[config.mk]
export PLATFORM = sky130hd
export DESIGN_NAME = ihex_loader
export DESIGN_NICKNAME = d
export VERILOG_FILES = /design/src/rtl/ihex_pkg.sv /design/src/rtl/ihex_digit.sv /design/src/rtl/ihex_loader.sv
export SDC_FILE = /design/constraint.sdc
export NUM_CORES = 1
export LEC_CHECK = 0
export BUFFER_PORTS_ARGS = -buffer_cell sky130_fd_sc_hd__buf_2
export CAP_MARGIN = 15
export CELL_PAD_IN_SITES_DETAIL_PLACEMENT = 1
export CELL_PAD_IN_SITES_GLOBAL_PLACEMENT = 2
export CORE_MARGIN = 2
export CORE_UTILIZATION = 40
export DETAILED_ROUTE_END_ITERATION = 7
export GPL_TIMING_DRIVEN = 0
export PLACE_DENSITY = 0.85
export SLEW_MARGIN = 15
export SYNTH_ARGS = -nofsm -noshare
export SYNTH_HDL_FRONTEND = slang
export SYNTH_HIERARCHICAL = 1
export SYNTH_SLANG_ARGS = --single-unit
[constraint.sdc]
create_clock -name clk_sys -period 7.35 [get_ports clk_sys]
set_input_delay 0.735 -clock clk_sys [delete_from_list [all_inputs] [get_ports clk_sys]]
set_output_delay 0.735 -clock clk_sys [all_outputs]
set_load 0.02 [all_outputs]
[src/rtl/ihex_pkg.sv]
// Shared Intel HEX record-type constants and parser state encoding.
package ihex_pkg;

    localparam logic [7:0] REC_DATA = 8'h00;
    localparam logic [7:0] REC_EOF  = 8'h01;
    localparam logic [7:0] REC_ESA  = 8'h02;
    localparam logic [7:0] REC_ELA  = 8'h04;

    typedef enum logic [2:0] {
        ST_IDLE,
        ST_LEN,
        ST_ADDR,
        ST_TYPE,
        ST_DATA,
        ST_CSUM
    } ihex_state_t;

endpackage

[src/rtl/ihex_digit.sv]
// Combinational ASCII hex digit decoder: 0-9, A-F, a-f map to a nibble with a valid flag.
module ihex_digit (
    input  logic [7:0] i_char,
    output logic [3:0] o_nib,
    output logic       o_valid
);

    always_comb begin
        o_nib   = 4'h0;
        o_valid = 1'b0;
        if (i_char >= 8'h30 && i_char <= 8'h39) begin
            o_nib   = i_char[3:0];
            o_valid = 1'b1;
        end else if ((i_char >= 8'h41 && i_char <= 8'h46) ||
                     (i_char >= 8'h61 && i_char <= 8'h66)) begin
            o_nib   = i_char[3:0] + 4'd9;
            o_valid = 1'b1;
        end
    end

endmodule

[src/rtl/ihex_loader.sv]
// Streaming Intel HEX parser: turns ioctl ASCII download characters into byte writes
// with checksum, character and address-range error reporting.
module ihex_loader
    import ihex_pkg::*;
#(
    parameter int ADDR_W     = 15,
    parameter bit EXT_ADDR   = 1'b1,
    parameter bit CHECK_CSUM = 1'b1
) (
    input  logic              clk_sys,
    input  logic              reset_n,
    input  logic              enable,
    input  logic              ioctl_download,
    input  logic              ioctl_wr,
    input  logic [7:0]        ioctl_dout,
    output logic              mem_wr,
    output logic [ADDR_W-1:0] mem_addr,
    output logic [7:0]        mem_data,
    output logic              done,
    output logic              err_csum,
    output logic              err_char,
    output logic              err_range,
    output logic [15:0]       rec_cnt
);

    ihex_state_t       r_state;
    ihex_state_t       w_state_n;
    logic              r_nib;
    logic [3:0]        r_hi;
    logic [7:0]        r_len;
    logic [7:0]        r_cnt;
    logic [15:0]       r_ofs;
    logic [7:0]        r_type;
    logic [7:0]        r_sum;
    logic [31:0]       r_base;
    logic [15:0]       r_ext;
    logic              r_dl_prev;
    logic              r_mem_wr;
    logic [ADDR_W-1:0] r_mem_addr;
    logic [7:0]        r_mem_data;
    logic              r_done;
    logic              r_err_csum;
    logic              r_err_char;
    logic              r_err_range;
    logic [15:0]       r_rec_cnt;

    logic [3:0]  w_nib;
    logic        w_hex;
    logic        w_take;
    logic        w_colon;
    logic        w_dl;
    logic        w_start;
    logic [7:0]  w_byte;
    logic [7:0]  w_sum;
    logic [31:0] w_ea;
    logic        w_last;

    ihex_digit u_digit (
        .i_char  (ioctl_dout),
        .o_nib   (w_nib),
        .o_valid (w_hex)
    );

    assign w_take  = ioctl_wr & ioctl_download & enable;
    assign w_colon = (ioctl_dout == 8'h3A);
    assign w_dl    = ioctl_download & enable;
    assign w_start = w_dl & ~r_dl_prev;
    assign w_byte  = {r_hi, w_nib};
    assign w_sum   = r_sum + w_byte;
    assign w_ea    = r_base + {16'h0000, r_ofs};
    assign w_last  = (r_cnt == r_len - 8'd1);

    always_ff @(posedge clk_sys or negedge reset_n) begin
        if (!reset_n) begin
            r_state <= ST_IDLE;
        end else begin
            r_state <= w_state_n;
        end
    end

    always_comb begin
        w_state_n = r_state;
        if (!ioctl_download) begin
            w_state_n = ST_IDLE;
        end else if (w_take) begin
            if (w_colon) begin
                w_state_n = ST_LEN;
            end else if (r_state != ST_IDLE) begin
                if (!w_hex) begin
                    w_state_n = ST_IDLE;
                end else if (r_nib) begin
                    case (r_state)
                        ST_LEN:  w_state_n = ST_ADDR;
                        ST_ADDR: w_state_n = r_cnt[0] ? ST_TYPE : ST_ADDR;
                        ST_TYPE: w_state_n = (r_len != 8'd0) ? ST_DATA : ST_CSUM;
                        ST_DATA: w_state_n = w_last ? ST_CSUM : ST_DATA;
                        ST_CSUM: w_state_n = ST_IDLE;
                        default: w_state_n = ST_IDLE;
                    endcase
                end
            end
        end
    end

    always_ff @(posedge clk_sys or negedge reset_n) begin
        if (!reset_n) begin
            r_nib       <= 1'b0;
            r_hi        <= 4'h0;
            r_len       <= 8'h00;
            r_cnt       <= 8'h00;
            r_ofs       <= 16'h0000;
            r_type      <= 8'h00;
            r_sum       <= 8'h00;
            r_base      <= 32'h0;
            r_ext       <= 16'h0000;
            r_dl_prev   <= 1'b0;
            r_mem_wr    <= 1'b0;
            r_mem_addr  <= '0;
            r_mem_data  <= 8'h00;
            r_done      <= 1'b0;
            r_err_csum  <= 1'b0;
            r_err_char  <= 1'b0;
            r_err_range <= 1'b0;
            r_rec_cnt   <= 16'h0000;
        end else begin
            r_mem_wr  <= 1'b0;
            r_dl_prev <= w_dl;
            if (w_start) begin
                r_done      <= 1'b0;
                r_err_csum  <= 1'b0;
                r_err_char  <= 1'b0;
                r_err_range <= 1'b0;
                r_rec_cnt   <= 16'h0000;
                r_base      <= 32'h0;
            end
            if (!ioctl_download) begin
                r_nib <= 1'b0;
            end else if (w_take) begin
                if (w_colon) begin
                    // A colon always starts a fresh record; mid-record it is also an error
                    if (r_state != ST_IDLE) r_err_char <= 1'b1;
                    r_sum <= 8'h00;
                    r_nib <= 1'b0;
                end else if (r_state != ST_IDLE) begin
                    if (!w_hex) begin
                        r_err_char <= 1'b1;
                        r_nib      <= 1'b0;
                    end else if (!r_nib) begin
                        r_hi  <= w_nib;
                        r_nib <= 1'b1;
                    end else begin
                        r_nib <= 1'b0;
                        r_sum <= w_sum;
                        case (r_state)
                            ST_LEN: begin
                                r_len <= w_byte;
                                r_cnt <= 8'h00;
                            end
                            ST_ADDR: begin
                                if (!r_cnt[0]) r_ofs[15:8] <= w_byte;
                                else           r_ofs[7:0]  <= w_byte;
                                r_cnt <= r_cnt + 8'd1;
                            end
                            ST_TYPE: begin
                                r_type <= w_byte;
                                r_cnt  <= 8'h00;
                                r_ext  <= 16'h0000;
                            end
                            ST_DATA: begin
                                r_cnt <= r_cnt + 8'd1;
                                r_ext <= {r_ext[7:0], w_byte};
                                r_ofs <= r_ofs + 16'd1;
                                if (r_type == REC_DATA && !r_done) begin
                                    if (w_ea[31:ADDR_W] != '0) begin
                                        r_err_range <= 1'b1;
                                    end else begin
                                        r_mem_wr   <= 1'b1;
                                        r_mem_addr <= w_ea[ADDR_W-1:0];
                                        r_mem_data <= w_byte;
                                    end
                                end
                            end
                            ST_CSUM: begin
                                if (r_rec_cnt != 16'hFFFF) r_rec_cnt <= r_rec_cnt + 16'd1;
                                if (CHECK_CSUM && w_sum != 8'h00) r_err_csum <= 1'b1;
                                if (w_sum == 8'h00 && r_type == REC_EOF) r_done <= 1'b1;
                                // Base moves even on a bad checksum; the error flag reports it
                                if (EXT_ADDR) begin
                                    if (r_type == REC_ESA) r_base <= {12'h000, r_ext, 4'h0};
                                    if (r_type == REC_ELA) r_base <= {r_ext, 16'h0000};
                                end
                            end
                            default: ;
                        endcase
                    end
                end
            end
        end
    end

    assign mem_wr    = r_mem_wr;
    assign mem_addr  = r_mem_addr;
    assign mem_data  = r_mem_data;
    assign done      = r_done;
    assign err_csum  = r_err_csum;
    assign err_char  = r_err_char;
    assign err_range = r_err_range;
    assign rec_cnt   = r_rec_cnt;

endmodule

==> results of run 1 <==
==> sequential cells by signal, indices dropped and copies added, names as in the netlist, 15 cells and up <==
register	flops
mem_addr	15
r_base	32
r_ext	16
r_ofs	16
rec_cnt	16
==> worst max-delay path by stage <==
stage / endpoint / slack (ns) / cells past startpoint
floorplan: err_csum / 3.78 / 15
finish: err_csum / 2.87 / 16
CTS: err_csum / 2.85 / 16
global route: err_csum / 2.61 / 16
global placement: err_csum / 2.45 / 14
detailed placement: err_csum / 2.42 / 16
==> routing by layer <==
metal	up-vias	routed length, microns	global-route usage [%]
li1	3554	-	-
met3	22	820	3.84
met5	-	0	0
met2	107	12500	37.2
met1	3767	11700	29.3
met4	0	331	6.13
==> area by class of cell <==
cell class | count | area, sq um
clock inverter | 13 | 149
tap | 280 | 350
sequential | 149 | 3730
buffer | 46 | 210
multi-input combinational | 696 | 4800
timing repair buffer | 57 | 318
inverter | 21 | 78.8
clock buffer | 18 | 439
fill | 2531 | 11700
==> logic make-up after synthesis <==
family	Yosys count	synth area share (%)
multiplexers	47	6.79
flip-flops	149	42.3
adder cells (fa/ha/maj)	33	4.86
buffers and inverters	67	3.28
AO/OA/AOI/OAI	269	20.4
AND/OR/NAND/NOR	309	18.6
XOR/XNOR	38	3.78
==> worst register-to-register path, stage by stage, from the launching register on <==
cell and delay, ns:
dfrtp_1 0.44, ha_1 0.26, fa_1 0.44, a211oi_2 0.31
o211ai_1 0.17, a21oi_2 0.26, o21ai_1 0.12, xor2_1 0.17
or4_1 0.58, nor4_4 0.28, nand3_2 0.32, buf_6 0.29
mux2_4 0.31
==> cells in the final DEF, fill, tap and decap left out, types with 5 or more instances in the layout <==
cell | synthesis | final
and3_1 | 16 | 16
nor2_1 | 43 | 43
nand2b_1 | 5 | 5
a22o_1 | 50 | 50
ha_1 | 31 | 31
mux2i_1 | 5 | 5
xor2_1 | 14 | 14
a21o_1 | 7 | 7
inv_1 | 20 | 20
and2_1 | 12 | 12
nand2_1 | 104 | 104
clkbuf_1 | 31 | 31
a21oi_1 | 66 | 66
o22ai_1 | 11 | 11
a31oi_1 | 7 | 7
or4_1 | 8 | 8
nor4_1 | 7 | 7
nand4_1 | 16 | 16
nor3_1 | 23 | 23
buf_2 | 9 | 64
clkbuf_16 | 0 | 17
nor2b_1 | 10 | 10
dfrtp_1 | 149 | 149
o32ai_1 | 5 | 5
a211oi_1 | 8 | 8
xnor2_1 | 24 | 24
o21ai_0 | 71 | 71
nand3_1 | 33 | 33
mux2_2 | 22 | 22
mux2_4 | 20 | 20
==> stage by stage <==
step	util, %	total power (W)	cell area (sq um)
finish	46.3	0.00175	10100
global route	46.3	0.00181	10100
detailed placement	43.6	0.000886	9480
floorplan	-	0.000852	8810
CTS	46.3	0.00177	10100
global placement	43.4	0.000883	9440
==> power by group through the flow <==
stage / Sequential [W] / Clock (W) / Combinational, W
5_1_grt: 0.000820 / 0.000935 / 0.0000548
4_1_cts: 0.000821 / 0.000904 / 0.0000500
6_report: 0.000821 / 0.000883 / 0.0000485
3_5_place_dp: 0.000836 / 0 / 0.0000497
3_3_place_gp: 0.000836 / 0 / 0.0000464
2_1_floorplan: 0.000836 / 0 / 0.0000161
==> flow_summary_export.csv, run 1 <==
group,metric,value,unit
yosys,synth_area,8810,sq um
clock_tree,clockBufferDepth,2,
finish,area_growth,14.4,%
worst_setup_path,cp_top_family,"compound AO/OA/AOI/OAI gates",
floorplanning,initial_utilization,40.5,%
grt,antenna_found_initial,0,
timing,finalSetupViolCount,0,
worst_setup_path,crit_chain,"buf_2 -> inv_1 -> ha_1 -> o21bai_1 -> a21o_2 -> o22ai_1 -> ha_1 -> a21o_1 -> a21oi_1 -> nor2b_1 -> o21a_1 -> nor4_1 -> nor3_1 -> xnor2_1 -> nor4_1 -> o21ai_0",
worst_setup_path,crit_slowest_cell,"o22ai_1",
placed_design,portBuffers,56,
route,vias,7450,
yosys,ys_types,79,
worst_setup_path,worst_path_largest_cell_delay,0.84,ns
worst_setup_path,path_buf_inv,2,
route,drt-initial-drc-count,241,
worst_setup_path,crit_arrival,4.75,ns
timing,hold_ws,0.248,ns
grt,gr-total-overflow,0,
clock_tree,cts_hold_buf,0,
clock_tree,post_cts_buffers,0,
yosys,ys_async_sr_fraction,100,%
pwr,intPower,0.00135,W
route,drc,0,
grt,grt_use_total,22.0,%
finish,drive_gt1_share,17.1,%
timing,slew_violations,0,
yosys,synth_largest_area_cell,"dfrtp_1",
floorplanning,chipWidth,152,microns
timing,worst_slew_pin_slew,1.12,ns
pwr,p_sw_share,23.3,%
route,ant_nets,0,
timing,period_share,60.9,%
yosys,synth_commonest_cells,"dfrtp_1 (149), nand2_1 (104), o21ai_0 (71)",
finish,final_cells,1280,
worst_setup_path,crit_path_end_kind,"register",
floorplanning,core_area,21800,sq um
yosys,yosysWarnings,6,
placed_design,dp_slack,2.42,ns
floorplanning,die-area,23200,sq um
clock_tree,cts_root_buf,"clkbuf_16",
clock_tree,cts_tree,"done",
worst_setup_path,reg2reg_depth,12,
worst_setup_path,startpoint,"ioctl_dout[1]",
yosys,synthMostInstantiatedCell,"dfrtp_1",
floorplanning,num_rows,54,
status,status,"finished, final reports clean",
pwr,p_sw,0.000408,W
route,wl_per_cell,19.8,microns
timing,min_period,4.48,ns
yosys,yosysSeqAreaShare,42.3,%
worst_setup_path,cp-start-kind,"input port",
clock_tree,cts_buffers,17,
yosys,synth_enable_flop_cells,0,
pwr,ir_worst_vdd,116,uV
yosys,syn-num-nets,958,
floorplanning,die_h,152,microns
clock_tree,clk_latency,0.43,ns
pwr,seqPwrFrac,46.8,%
clock_tree,clk_pin_slew_worst_paths,0.06,ns
worst_setup_path,required,7.63,ns
pwr,powerDensity,174,nW/um^2
pwr,clockPowerShare,50.4,%
clock_tree,cts-resized-gates,0,
route,wl,25300,microns
flow_run,maxCapViolations,0,
finish,fin_nets,1034,
clock_tree,cts.sinks,149,
clock_tree,cts_max_level,4,
yosys,synth_flop_cell,"dfrtp_1",
timing,fmax,223,MHz
yosys,synth.avg_cell_area,9.66,sq um
worst_setup_path,r2r_end,"mem_addr[8]",
placed_design,hpwl,18500,microns
yosys,synth_top_area_share,42.3,%
worst_setup_path,path_class,"input port to register",
route,first_pass_iters,4,
pwr,combPwrFrac,2.8,%
route,vias_per_cell,5.82,
placed_design,place_congestion,0.819,
yosys,netlist_top_cells_area,"dfrtp_1 (42%), a22o_1 (5.0%), nand2_1 (4.4%)",
timing,hold_viol_final,0,
timing,rsz0062_at_grt,"no",
grt,grt_max_degree,81,
worst_setup_path,path_max_fanout,9,
yosys,synth-seq-cells,149,
worst_setup_path,ff2ff_setup_slack,3.27,ns
worst_hold_path,worstHoldPathType,"input port to async pin",
timing,setup_ws,2.87,ns
timing,fin_skew,0.0132,ns
placed_design,dp_cells,1249,
pwr,leakagePower,4.77,nW
grt,grt_pass1_wl,41500,microns
floorplanning,io_pins,57,
yosys,syn_inst,912,
finish,num_antenna_cells,0,
worst_setup_path,reg2reg_from,"r_ofs[0]",
grt,grt_pass1_vias,7637,
timing,setup_tns,0,ns
timing,slew_headroom,25.5,%
(Power assumes the default switching activity.)
==> run 2: changes to the inputs <==
==> constraint.sdc (replaced) <==
create_clock -name clk_sys -period 4.38 [get_ports clk_sys]
set_input_delay 0.438 -clock clk_sys [delete_from_list [all_inputs] [get_ports clk_sys]]
set_output_delay 0.438 -clock clk_sys [all_outputs]
set_load 0.02 [all_outputs]
==> run 2 against run 1 <==
Net effect:
- sequential share of layout area down 0.059 points
- clock skew shrank 0.0018 ns
- core utilization grew 0.075 points
- largest power group unchanged
- via count grew 0.64%
- count of clock-buffer cells in the layout unchanged
- non-clock buffer count up 1
- largest cell class unchanged
- clock power grew 68%
==> flow_summary_export.csv, run 2 (same netlist as run 1, synthesis figures left out) <==
group,metric,value,unit
status,status,"finished, final reports clean",
finish,area_growth,14.5,%
pwr,ir_worst_vdd,195,uV
worst_hold_path,worstHoldPathType,"input port to register",
route,vias_per_cell,5.85,
pwr,p_total,0.00294,W
grt,grt_max_degree,81,
worst_setup_path,path_class,"input port to register",
floorplanning,die-area,23200,sq um
finish,largest_reg_flops,32,
clock_tree,clockBufferDepth,2,
route,first_pass_iters,5,
flow_run,maxCapViolations,0,
placed_design,portBuffers,56,
finish,fin_nets,1035,
clock_tree,clk_pin_slew_worst_paths,0.06,ns
timing,fmax,242,MHz
timing,fin_skew,0.0115,ns
timing,slew_violations,0,
grt,grt_pass1_vias,7637,
timing,hold_viol_final,0,
timing,hold_ws,0.337,ns
route,ant_nets,0,
pwr,leakagePower,4.78,nW
finish,drive_gt1_share,17.2,%
finish,mostFrequentLayoutCells,"dfrtp_1 (149), nand2_1 (104), o21ai_0 (71), a21oi_1 (66), buf_2 (64)",
route,drt-initial-drc-count,284,
finish,max_flop_register,"r_base",
pwr,powerDensity,292,nW/um^2
worst_setup_path,crit_arrival,4.41,ns
route,wl_per_cell,19.8,microns
worst_setup_path,required,4.66,ns
worst_setup_path,crit_path_end_kind,"register",
timing,period_share,94.4,%
worst_setup_path,cpMostUsedCell,"nor4_1",
clock_tree,post_cts_buffers,0,
finish,final_common_cell,"dfrtp_1",
timing,min_period,4.13,ns
finish,postLayoutCoreUtil,46.4,%
clock_tree,clk_latency,0.43,ns
clock_tree,cts_tree,"done",
route,vias,7498,
floorplanning,chipWidth,152,microns
clock_tree,cts_buffers,17,
placed_design,place_congestion,0.819,
timing,worst_slew_pin_slew,1.13,ns
floorplanning,core_area,21800,sq um
worst_setup_path,crit_slowest_cell,"a32oi_1",
finish,num_antenna_cells,0,
floorplanning,io_pins,57,
route,wl,25400,microns
worst_setup_path,worst_path_largest_cell_delay,0.89,ns
grt,grt_pass1_wl,41500,microns
clock_tree,cts_root_buf,"clkbuf_16",
timing,finalSetupViolCount,0,
floorplanning,num_rows,54,
grt,grt_use_total,22.0,%
worst_setup_path,path_max_fanout,8,
placed_design,hpwl,18500,microns
timing,slew_headroom,24.7,%
timing,rsz0062_at_grt,"no",
route,drc,0,
floorplanning,initial_utilization,40.5,%
timing,setup_tns,0,ns
floorplanning,die_h,152,microns
worst_setup_path,cp-start-kind,"input port",
worst_setup_path,crit_chain,"buf_2 -> nand4bb_4 -> or3b_1 -> a32oi_1 -> ha_1 -> a21oi_1 -> nor2b_1 -> o21a_1 -> nor4_1 -> nor3_1 -> xnor2_1 -> nor4_1 -> o21ai_0",
clock_tree,cts.sinks,149,
clock_tree,cts_max_level,4,
finish,design_area,10100,sq um
finish,fill_cells,2528,
grt,antenna_found_initial,0,
placed_design,postPlaceCellArea,9480,sq um
grt,gr-total-overflow,0,
run 2: cell types whose count changed in the layout (fill, tap and decap cells not counted):
cell           before  now
o22ai_1            11   10
dlygate4sd3_1       0    1
o22ai_2             0    1
run 2: metal layers:
layer / GRT usage [%] / wire [microns] / part of all wire, % / up-vias
li1: - / - / - / 3554
met1: 29.3 / 11900 / 47 / 3790
met2: 37.2 / 12300 / 49 / 122
met3: 3.84 / 694 / 2.7 / 32
met4: 6.13 / 460 / 1.8 / 0
met5: 0 / 0 / 0 / -
run 2: metrics by stage:
| step | instances | setup slack (ns) |
|---|---|---|
| after global routing | 1281 | 0.0581 |
| after CTS | 1281 | 0.182 |
| after detailed placement | 1249 | -0.255 |
| final | 1281 | 0.247 |
| after global placement | 1248 | -0.224 |
| after floorplan | 912 | 0.992 |
run 2: where the power goes:
| part | internal [W] | switching [W] |
|---|---|---|
| Clock | 0.000860 | 0.000622 |
| Sequential | 0.00138 | 0.000000600 |
| Combinational | 0.0000205 | 0.0000627 |
run 2: worst paths after layout:
kind | start | slack (ns) | cells after the start | to
worst min-delay path | ioctl_download | 0.34 | 3 | r_state[2]
worst min register to register | r_base[2] | 0.49 | 1 | r_base[2]
worst max register to register | r_ofs[0] | 0.30 | 12 | mem_addr[3]
max in group asynchronous | reset_n | 3.04 | 3 | r_cnt[1]
worst max-delay path | ioctl_dout[6] | 0.25 | 13 | err_csum
min in group asynchronous | reset_n | 0.55 | 2 | mem_addr[3]
run 2: repair_timing:
action,in CTS,in global routing
hold buffers,1,0
resized for setup,0,1
hold endpoints to repair,32,0
setup endpoints to repair,0,2
run 2: layout make-up:
class / instances / area (sq um) / share of cell area, %
Inverter: 21 / 78.8 / 0.781
Sequential cell: 149 / 3730 / 36.9
Buffer: 46 / 210 / 2.08
Clock inverter: 13 / 149 / 1.48
Tap cell: 280 / 350 / 3.47
Multi-Input combinational cell: 696 / 4810 / 47.7
Clock buffer: 18 / 439 / 4.35
Timing Repair Buffer: 58 / 328 / 3.25
run 2: worst max-delay path: cells and delay by family:
family                     cells  cell delay, ns
buffers and inverters          1            0.11
AOI/OAI and AO/OA              4            1.48
and+or+nand+nor                6            1.79
adders and majority gates      1            0.43
xor gates and xnor gates       1            0.16
